==> config.mk <==
export PLATFORM = sky130hd
export DESIGN_NAME = div_unit
export DESIGN_NICKNAME = d
export VERILOG_FILES = /design/src/rtl/div_unit.sv
export SDC_FILE = /design/constraint.sdc
export NUM_CORES = 1
export LEC_CHECK = 0
export BUFFER_PORTS_ARGS = -buffer_cell sky130_fd_sc_hd__buf_2
export CAP_MARGIN = 25
export CORE_MARGIN = 4
export CORE_UTILIZATION = 65
export CTS_CLUSTER_SIZE = 40
export DETAILED_ROUTE_END_ITERATION = 10
export MAX_ROUTING_LAYER = met4
export PLACE_DENSITY = 0.87
export SYNTH_ARGS = -nofsm -noshare
export SYNTH_HDL_FRONTEND = slang
export SYNTH_SLANG_ARGS = --single-unit
==> constraint.sdc <==
create_clock -name clk -period 9.4 [get_ports clk]
set_input_delay 0.94 -clock clk [delete_from_list [all_inputs] [get_ports clk]]
set_output_delay 0.94 -clock clk [all_outputs]
set_load 0.1 [all_outputs]
==> src/rtl/div_unit.sv <==
// -----------------------------------------------------------------------------
// div_unit
//   Multi-cycle DIV/DIVU unit for the EX stage. It uses a restoring
//   shift-subtract algorithm and produces one quotient bit per clock. The
//   result is {HI, LO} = {remainder, quotient}.
//
//   Handshake: EX holds start_i high for the whole operation. The unit
//   accepts the request on the first edge where start_i=1 and annul_i=0.
//   It raises ready_o when result_o is valid, then holds both until
//   start_i drops. stallreq_o freezes the pipeline from the accept cycle
//   until ready_o rises.
//
// Ports
//   clk           clock, rising edge
//   rst           synchronous, active-high reset
//   signed_div_i  1 = DIV (two's complement), 0 = DIVU
//   opdata1_i     dividend
//   opdata2_i     divisor
//   start_i       divide request, held for the whole operation
//   annul_i       abort the operation in progress
//   result_o      [2*DATA_W-1:DATA_W] remainder (HI), [DATA_W-1:0] quotient (LO)
//   ready_o       result_o valid
//   stallreq_o    pipeline stall request (combinational)
// -----------------------------------------------------------------------------
module div_unit #(
  parameter int DATA_W = 32,
  parameter int CNT_W  = 6
) (
  input  logic                  clk,
  input  logic                  rst,
  input  logic                  signed_div_i,
  input  logic [DATA_W-1:0]     opdata1_i,
  input  logic [DATA_W-1:0]     opdata2_i,
  input  logic                  start_i,
  input  logic                  annul_i,
  output logic [2*DATA_W-1:0]   result_o,
  output logic                  ready_o,
  output logic                  stallreq_o
);

  typedef enum logic [1:0] {
    S_FREE,
    S_BYZERO,
    S_ON,
    S_END
  } state_e;

  localparam logic [CNT_W-1:0] LAST_CNT = CNT_W'(DATA_W);

  state_e              state_q, state_d;
  logic [CNT_W-1:0]    cnt_q, cnt_d;
  logic [DATA_W-1:0]   rem_q, rem_d;       // partial remainder
  logic [DATA_W-1:0]   quo_q, quo_d;       // dividend shifting out, quotient shifting in
  logic [DATA_W-1:0]   dvs_q, dvs_d;       // latched |divisor|
  logic                neg_quo_q, neg_quo_d;
  logic                neg_rem_q, neg_rem_d;
  logic [2*DATA_W-1:0] result_q, result_d;
  logic                ready_q, ready_d;

  logic [DATA_W:0]     partial;
  logic [DATA_W:0]     trial;
  logic [DATA_W-1:0]   abs_a;
  logic [DATA_W-1:0]   abs_b;
  logic                sign_a;
  logic                sign_b;

  // The partial remainder stays below the divisor. The shifted value
  // therefore fits in DATA_W+1 bits, and bit DATA_W of the trial difference
  // is a reliable borrow (negative) flag.
  assign partial = {rem_q, quo_q[DATA_W-1]};
  assign trial   = partial - {1'b0, dvs_q};

  assign sign_a = signed_div_i & opdata1_i[DATA_W-1];
  assign sign_b = signed_div_i & opdata2_i[DATA_W-1];
  // Negating the most negative value wraps to itself. Read as unsigned,
  // that is still the correct magnitude.
  assign abs_a  = sign_a ? -opdata1_i : opdata1_i;
  assign abs_b  = sign_b ? -opdata2_i : opdata2_i;

  always_comb begin
    state_d   = state_q;
    cnt_d     = cnt_q;
    rem_d     = rem_q;
    quo_d     = quo_q;
    dvs_d     = dvs_q;
    neg_quo_d = neg_quo_q;
    neg_rem_d = neg_rem_q;
    result_d  = result_q;
    ready_d   = ready_q;

    case (state_q)
      S_FREE: begin
        if (start_i && !annul_i) begin
          rem_d     = '0;
          quo_d     = abs_a;
          dvs_d     = abs_b;
          neg_quo_d = sign_a ^ sign_b;
          neg_rem_d = sign_a;
          cnt_d     = '0;
          state_d   = (opdata2_i == '0) ? S_BYZERO : S_ON;
        end
      end

      S_BYZERO: begin
        if (annul_i) begin
          state_d = S_FREE;
        end else begin
          rem_d   = '0;
          quo_d   = '0;
          state_d = S_END;
        end
      end

      S_ON: begin
        if (annul_i) begin
          state_d  = S_FREE;
          result_d = '0;
          ready_d  = 1'b0;
        end else if (cnt_q != LAST_CNT) begin
          cnt_d = cnt_q + 1'b1;
          if (!trial[DATA_W]) begin
            rem_d = trial[DATA_W-1:0];
            quo_d = {quo_q[DATA_W-2:0], 1'b1};
          end else begin
            rem_d = partial[DATA_W-1:0];
            quo_d = {quo_q[DATA_W-2:0], 1'b0};
          end
        end else begin
          // Apply the signs: the quotient is negative when the operand signs
          // differ, and the remainder follows the dividend's sign.
          quo_d   = neg_quo_q ? -quo_q : quo_q;
          rem_d   = neg_rem_q ? -rem_q : rem_q;
          state_d = S_END;
        end
      end

      S_END: begin
        // annul_i is ignored here. The result is already committed to
        // EX/MEM timing.
        if (!start_i) begin
          state_d  = S_FREE;
          result_d = '0;
          ready_d  = 1'b0;
        end else if (!ready_q) begin
          result_d = {rem_q, quo_q};
          ready_d  = 1'b1;
        end
      end

      default: state_d = S_FREE;
    endcase
  end

  always_ff @(posedge clk) begin
    if (rst) begin
      state_q   <= S_FREE;
      cnt_q     <= '0;
      rem_q     <= '0;
      quo_q     <= '0;
      dvs_q     <= '0;
      neg_quo_q <= 1'b0;
      neg_rem_q <= 1'b0;
      result_q  <= '0;
      ready_q   <= 1'b0;
    end else begin
      state_q   <= state_d;
      cnt_q     <= cnt_d;
      rem_q     <= rem_d;
      quo_q     <= quo_d;
      dvs_q     <= dvs_d;
      neg_quo_q <= neg_quo_d;
      neg_rem_q <= neg_rem_d;
      result_q  <= result_d;
      ready_q   <= ready_d;
    end
  end

  assign result_o   = result_q;
  assign ready_o    = ready_q;
  assign stallreq_o = start_i & ~annul_i & ~ready_q;

endmodule
Word level (Yosys, flattened, before mapping)
Index checks and enable logic that the tools add are counted.

Add/subtract/negate cells: 6. Equality and inequality tests: 14. Mux-type cells: 33. Bitwise gates (word level): 7. Reduce and logical (&&, ||, !) cells: 14.

Operator list (number): $mux 32 (12); $mux 64 (3); $pmux 32 s3 (2); $neg 32->32 (4); $pmux 64 s2 (1); $sub 33x32->33 (1); $logic_not 32->1 (1); $mux 6 (3); $mux 2 (6); $ne 2x2->1 const B (6); $ne 3x3->1 const B (4); $pmux 6 s2 (1); $reduce_and 5->1 (2); $pmux 2 s4 (1); $add 6x1->6 const B (1); $ne 6x6->1 const B (1); $reduce_and 3->1 (2); $and 1x1->1 (4); $eq 2x2->1 const B (2); $reduce_and 2->1 (2); $reduce_and 4->1 (1); $reduce_bool 2->1 (2); $mux 1 (3); $reduce_bool 3->1 (1); other kinds (7) (8).

Bits in registers: 171. Bits of input ports: 69. Output and inout port bits: 66. Word-level logic and storage cells: 83.

Longest topological paths before layout
Depth after elaboration: 5. Gate-level depth with buffers: 13. Depth with buffers taken out: 11.

Worst setup path after synthesis
No wires, ideal clock.

Path kind: input -> output. Start: in annul_i. End: out stallreq_o. Arrival time: 2409 ps. Required time: 8460 ps. Path slack: 6051 ps. Stages: 3. Buffers on the path: 0. Cells stage by stage: inv_1 > nand2_1 > nor2_1.

Cells in the longest elaborated chain, start to end: 3.

RTL lines: start, declared (line 35) `input logic annul_i,`; $not 1->1 (line 180) `assign stallreq_o = start_i & ~annul_i & ~ready_q;`; $and 1x1->1 (2 in a row) (line 180); end, declared (line 38) `output logic stallreq_o`.

No other way between the ends.

Worst setup path after layout
Start: reg quo_q[31]. End: reg rem_q[28].

Cells in the longest elaborated chain, start to end: 5.

RTL lines: start, declared (line 53) `logic [DATA_W-1:0] quo_q, quo_d;`; start signal, assigned (line 169) `quo_q <= quo_d;`; $sub 33x32->33 (line 71) `assign trial = partial - {1'b0, dvs_q};`; $mux 32 (line 121) `if (!trial[DATA_W]) begin`; $mux 32 (line 119) `end else if (cnt_q != LAST_CNT) begin`; $mux 32 (line 115) `if (annul_i) begin`; $pmux 32 s3 (line 91) `case (state_q)`; end signal, assigned (line 168) `rem_q <= rem_d;`; end, declared (line 52) `logic [DATA_W-1:0] rem_q, rem_d;`.

No other way between the ends. The select of a mux whose other input is x is not followed. A chain may end at the register's enable or synchronous reset.

==> impl_summary.txt <==
----------------------------------------------------
[Worst setup path]
  Arrival time at the worst endpoint ... 3.95 ns
  Slowest-stage cell, CP ... sky130_fd_sc_hd__xor2_1
  Max Fanout on Critical Path ... 13
  Slack of the worst reg-to-reg path ... 5.79 ns
  Most numerous cell on the critical path ... sky130_fd_sc_hd__a21oi_1
  Logic depth of the worst register-to-register path ... 11
  Data required time at the worst endpoint ... 9.75 ns
  Endpoint of the lowest-slack register-to-register path ... rem_q[28]
  Critical path, cell by cell ... inv_1, ha_1, fa_1, nand2b_1, a21oi_1, o21ai_0, o21ai_1, a21oi_1, xor2_1, nand2_1, a311oi_1
  Critical path buffer and inverter count ... 1
  Worst flop-to-flop path startpoint ... quo_q[31]
  Setup CP Type ... flip-flop to flip-flop
  Endpoint class of the critical path ... flip-flop
  Cell family contributing the most delay on the critical path ... compound AO/OA/AOI/OAI gates
  Maximum single-stage delay on the critical path ... 0.91 ns
  Category of the worst setup path launch point ... flip-flop

[Timing]
  Final critical delay including setup and external delays ... 3.605 ns
  Finish-stage setup viols ... 0
  Total count of max-transition violations in the final report ... 0
  Transition at the pin with the smallest max-transition slack ... 1.125 ns
  Final sum of negative setup slack ... 0 ns
  Period Utilization, post-route ... 38.36%
  Setup repair after global routing missed its margin ... false
  Slew headroom ... 24.77%
  Final hold slack ... 0.4652 ns
  Fin Clk Skew ... 0.01102 ns
  Minimum setup slack in the final design ... 5.795 ns
  Maximum clock frequency ... 0.2774 GHz
  Number of hold-slack violations in the final timing report ... 0

[Drt]
  Vias per cell ... 6.708
  DRC violations left ... 0
  Vias after detailed routing ... 12.67k
  Number of iterations in the first detailed-routing pass ... 6
  Met3 Routed Length ... 3901 µm
  Post-Route WL ... 35100 µm
  Highest routing layer actually used ... met4
  WL met2 ... 15390 µm
  Iter 0 DRT Violations ... 1707
  Average detailed-routed wire length per instance ... 18.58 µm
  Wire length on met1 ... 14860 µm
  Antenna Nets Post-Route ... 0

[Status]
  Run status ... completed

[Global route]
  GR Overflow Total ... 0
  First-pass GRT wire length ... 55620 µm
  Antenna violations before repair ... 0
  Number of global-route vias before repair ... 11.16k
  Overall Global Routing Usage ... 34.13%
  Pin count of the biggest net entering global routing ... 89

[Power]
  Overall power ... 3.861 mW
  Pwr/cell area ... 294.4 nW/µm²
  Worst supply voltage drop on vdd ... 0.3687 mV
  Leakage power ... 5.114 nW

[Synth]
  Share of the synthesized area in the top cell type ... 29.05%
  Netlist area before placement ... 11790 µm²
  Number of distinct standard cells referenced by the synthesized netlist ... 74
  Syn Area/Cell ... 7.375 µm²
  Gate count after technology mapping ... 1598
  Sequential element share of the synthesized area ... 29.05%
  Number of flops mapped to enable cells by yosys ... 0
  Synth warnings ... 0
  Yosys reg bits ... 171
  Top cells by area, synth ... sky130_fd_sc_hd__dfxtp_1, sky130_fd_sc_hd__nor2_1, sky130_fd_sc_hd__a21oi_1, sky130_fd_sc_hd__a22oi_1, sky130_fd_sc_hd__ha_1
  Most instantiated flip-flop cell in the synthesis netlist ... sky130_fd_sc_hd__dfxtp_1
  Share of flip-flops with an asynchronous set or reset ... 0%
  Most area-hungry cell type in the Yosys netlist ... sky130_fd_sc_hd__dfxtp_1
  Net count of the mapped netlist ... 1710

[Placement]
  Total of buffers placed on input and output ports ... 134
  Placed wire-length estimate ... 24240 µm
  Routability congestion estimate from global placement ... 0.9997
  Placement Setup Slack ... 5.653 ns
  Cells after DPL ... 1855

[Clock tree]
  Cells resized by post-CTS repair ... 0
  H-tree lvl count ... 4
  Root buffer cell ... sky130_fd_sc_hd__clkbuf_16
  Number of clock buffers inserted by TritonCTS ... 17
  Clock sink total ... 171
  Clock tree from TritonCTS ... done
  Worst skew pair latency ... 0.44 ns
  CTS clock-pin slew for the worst setup and hold paths ... 0.07 ns
  Maximum root-to-sink buffer count ... 2
  Setup Fix Bufs, Post-CTS ... 0
  Post-cts hold buffer count ... 0

[Min path]
  Hold Crit Depth ... 2
  Startpoint of the tightest hold check path ... dvs_q[23]
  Hold Crit Endpoint ... dvs_q[23]
  Path type of the worst min-delay path ... flip-flop to flip-flop

[Layout]
  Area added between synthesis and finish ... 11.31%
  Post-route insts no fill ... 1889
  Area occupied by multi-input gates ... 7711 µm²
  Share of final-layout standard cells stronger than drive strength 1 ... 11.96%
  Filler cell count in the final layout ... 1363
  Final net count ... 1763
  Count of antenna diodes in the layout ... 0
  Seq. cell area ... 3423 µm²

[Floorplan]
  Starting Density ... 67.20%
  Die area ... 20350 µm²
  Die X-Extent ... 142.7 µm
  Cell Rows ... 48
  I/O pin count ... 135
  Die Span Y ... 142.7 µm
  Area inside the core boundary ... 17540 µm²

[Run]
  Max capacitance violation total ... 0

----------------------------------------------------
==> worst reg2reg max path, cell delays in order (launching register included) <==
cell,delay (ns)
sky130_fd_sc_hd__dfxtp_1,0.39
sky130_fd_sc_hd__inv_1,0.09
sky130_fd_sc_hd__ha_1,0.23
sky130_fd_sc_hd__fa_1,0.39
sky130_fd_sc_hd__nand2b_1,0.21
sky130_fd_sc_hd__a21oi_1,0.18
sky130_fd_sc_hd__o21ai_0,0.15
sky130_fd_sc_hd__o21ai_1,0.33
sky130_fd_sc_hd__a21oi_1,0.20
sky130_fd_sc_hd__xor2_1,0.91
sky130_fd_sc_hd__nand2_1,0.12
sky130_fd_sc_hd__a311oi_1,0.30
==> power by group <==
part | leakage [nW] | switching, mW | internal, mW
sequential | 1.39 | 0.168 | 0.821
combinational | 3.42 | 1.33 | 0.780
clock | 0.311 | 0.345 | 0.416
==> through the flow <==
step                utilization [%]  instance area, µm²
floorplan                         -               11790
global placement              70.73               12400
detailed placement            70.91               12440
CTS                           74.53               13070
global route                  74.80               13120
finish                        74.80               13120
==> layer usage <==
layer  vias to the layer above  track usage [%]
met3                        87            5.224
met5                         -                -
met4                         0            12.41
met2                       793            50.02
li1                       5951                -
met1                      5841            47.72
==> cell families (layout without fill, tap and decap cells) <==
logic type	count (synthesis)	in the layout	synth area share, %
fa+ha+maj	43	43	4.629
compound gates	528	528	29.12
buf+inv	177	243	5.744
simple gates	565	565	22.68
flops	171	171	29.05
mux	28	28	2.389
xor+xnor	86	86	6.391
==> cell usage in the layout (no fill, tap or decap), drive strengths merged, types with 18 or more instances in the layout <==
master,count
nor2,219
dfxtp,171
buf,149
a21oi,137
nand2,127
o21ai,103
a22oi,79
inv,69
nor3,52
xnor2,49
ha,42
xor2,37
a211oi,33
or3,30
a31oi,27
mux2i,27
nand3,25
o221ai,18
clkbuf,18
==> cells in the mapped netlist (8+ instances only) <==
cell type / number
sky130_fd_sc_hd__nor2_1: 219
sky130_fd_sc_hd__dfxtp_1: 171
sky130_fd_sc_hd__a21oi_1: 137
sky130_fd_sc_hd__nand2_1: 127
sky130_fd_sc_hd__clkbuf_1: 100
sky130_fd_sc_hd__o21ai_0: 95
sky130_fd_sc_hd__a22oi_1: 79
sky130_fd_sc_hd__inv_1: 61
sky130_fd_sc_hd__nor3_1: 50
sky130_fd_sc_hd__xnor2_1: 49
sky130_fd_sc_hd__ha_1: 42
sky130_fd_sc_hd__xor2_1: 37
sky130_fd_sc_hd__a211oi_1: 33
sky130_fd_sc_hd__or3_1: 30
sky130_fd_sc_hd__a31oi_1: 27
sky130_fd_sc_hd__mux2i_1: 27
sky130_fd_sc_hd__nand3_1: 25
sky130_fd_sc_hd__o221ai_1: 18
sky130_fd_sc_hd__a21o_1: 17
sky130_fd_sc_hd__nor4_1: 17
sky130_fd_sc_hd__o211ai_1: 17
sky130_fd_sc_hd__nand2b_1: 16
sky130_fd_sc_hd__or4_1: 15
sky130_fd_sc_hd__nand4_1: 13
sky130_fd_sc_hd__o31ai_1: 13
sky130_fd_sc_hd__o22ai_1: 12
sky130_fd_sc_hd__buf_1: 10
sky130_fd_sc_hd__o21a_1: 9
sky130_fd_sc_hd__nand3b_1: 8
sky130_fd_sc_hd__nand4b_1: 8
sky130_fd_sc_hd__o41ai_1: 8
==> area by class of cell <==
class / count / share of cell area, %
well taps: 225 / 2.146
multi-input cells: 1250 / 58.78
flip-flops and latches: 171 / 26.10
clock buffers: 18 / 3.348
clock inverters: 14 / 1.488
repair buffers: 149 / 6.362
inverters: 62 / 1.774
==> state kept, by name (all words and copies together), names as in the netlist <==
signal and count:
neg_rem_q 1, state_q 2, quo_q 32, dvs_q 32, result_o 64, neg_quo_q 1
cnt_q 6, ready_o 1, rem_q 32
==> how the worst max path moves through the flow <==
| stage | from | end | slack, ns | cells past startpoint |
|---|---|---|---|---|
| 6_report | quo_q[31] | rem_q[28] | 5.79 | 11 |
| 5_1_grt | quo_q[31] | rem_q[28] | 5.56 | 11 |
| 4_1_cts | quo_q[31] | rem_q[28] | 5.91 | 11 |
| 3_5_place_dp | opdata1_i[14] | quo_q[25] | 5.65 | 9 |
| 3_3_place_gp | opdata1_i[14] | quo_q[25] | 5.71 | 9 |
| 2_1_floorplan | annul_i | stallreq_o | 6.05 | 3 |
Power figures use the tool's default switching activity.
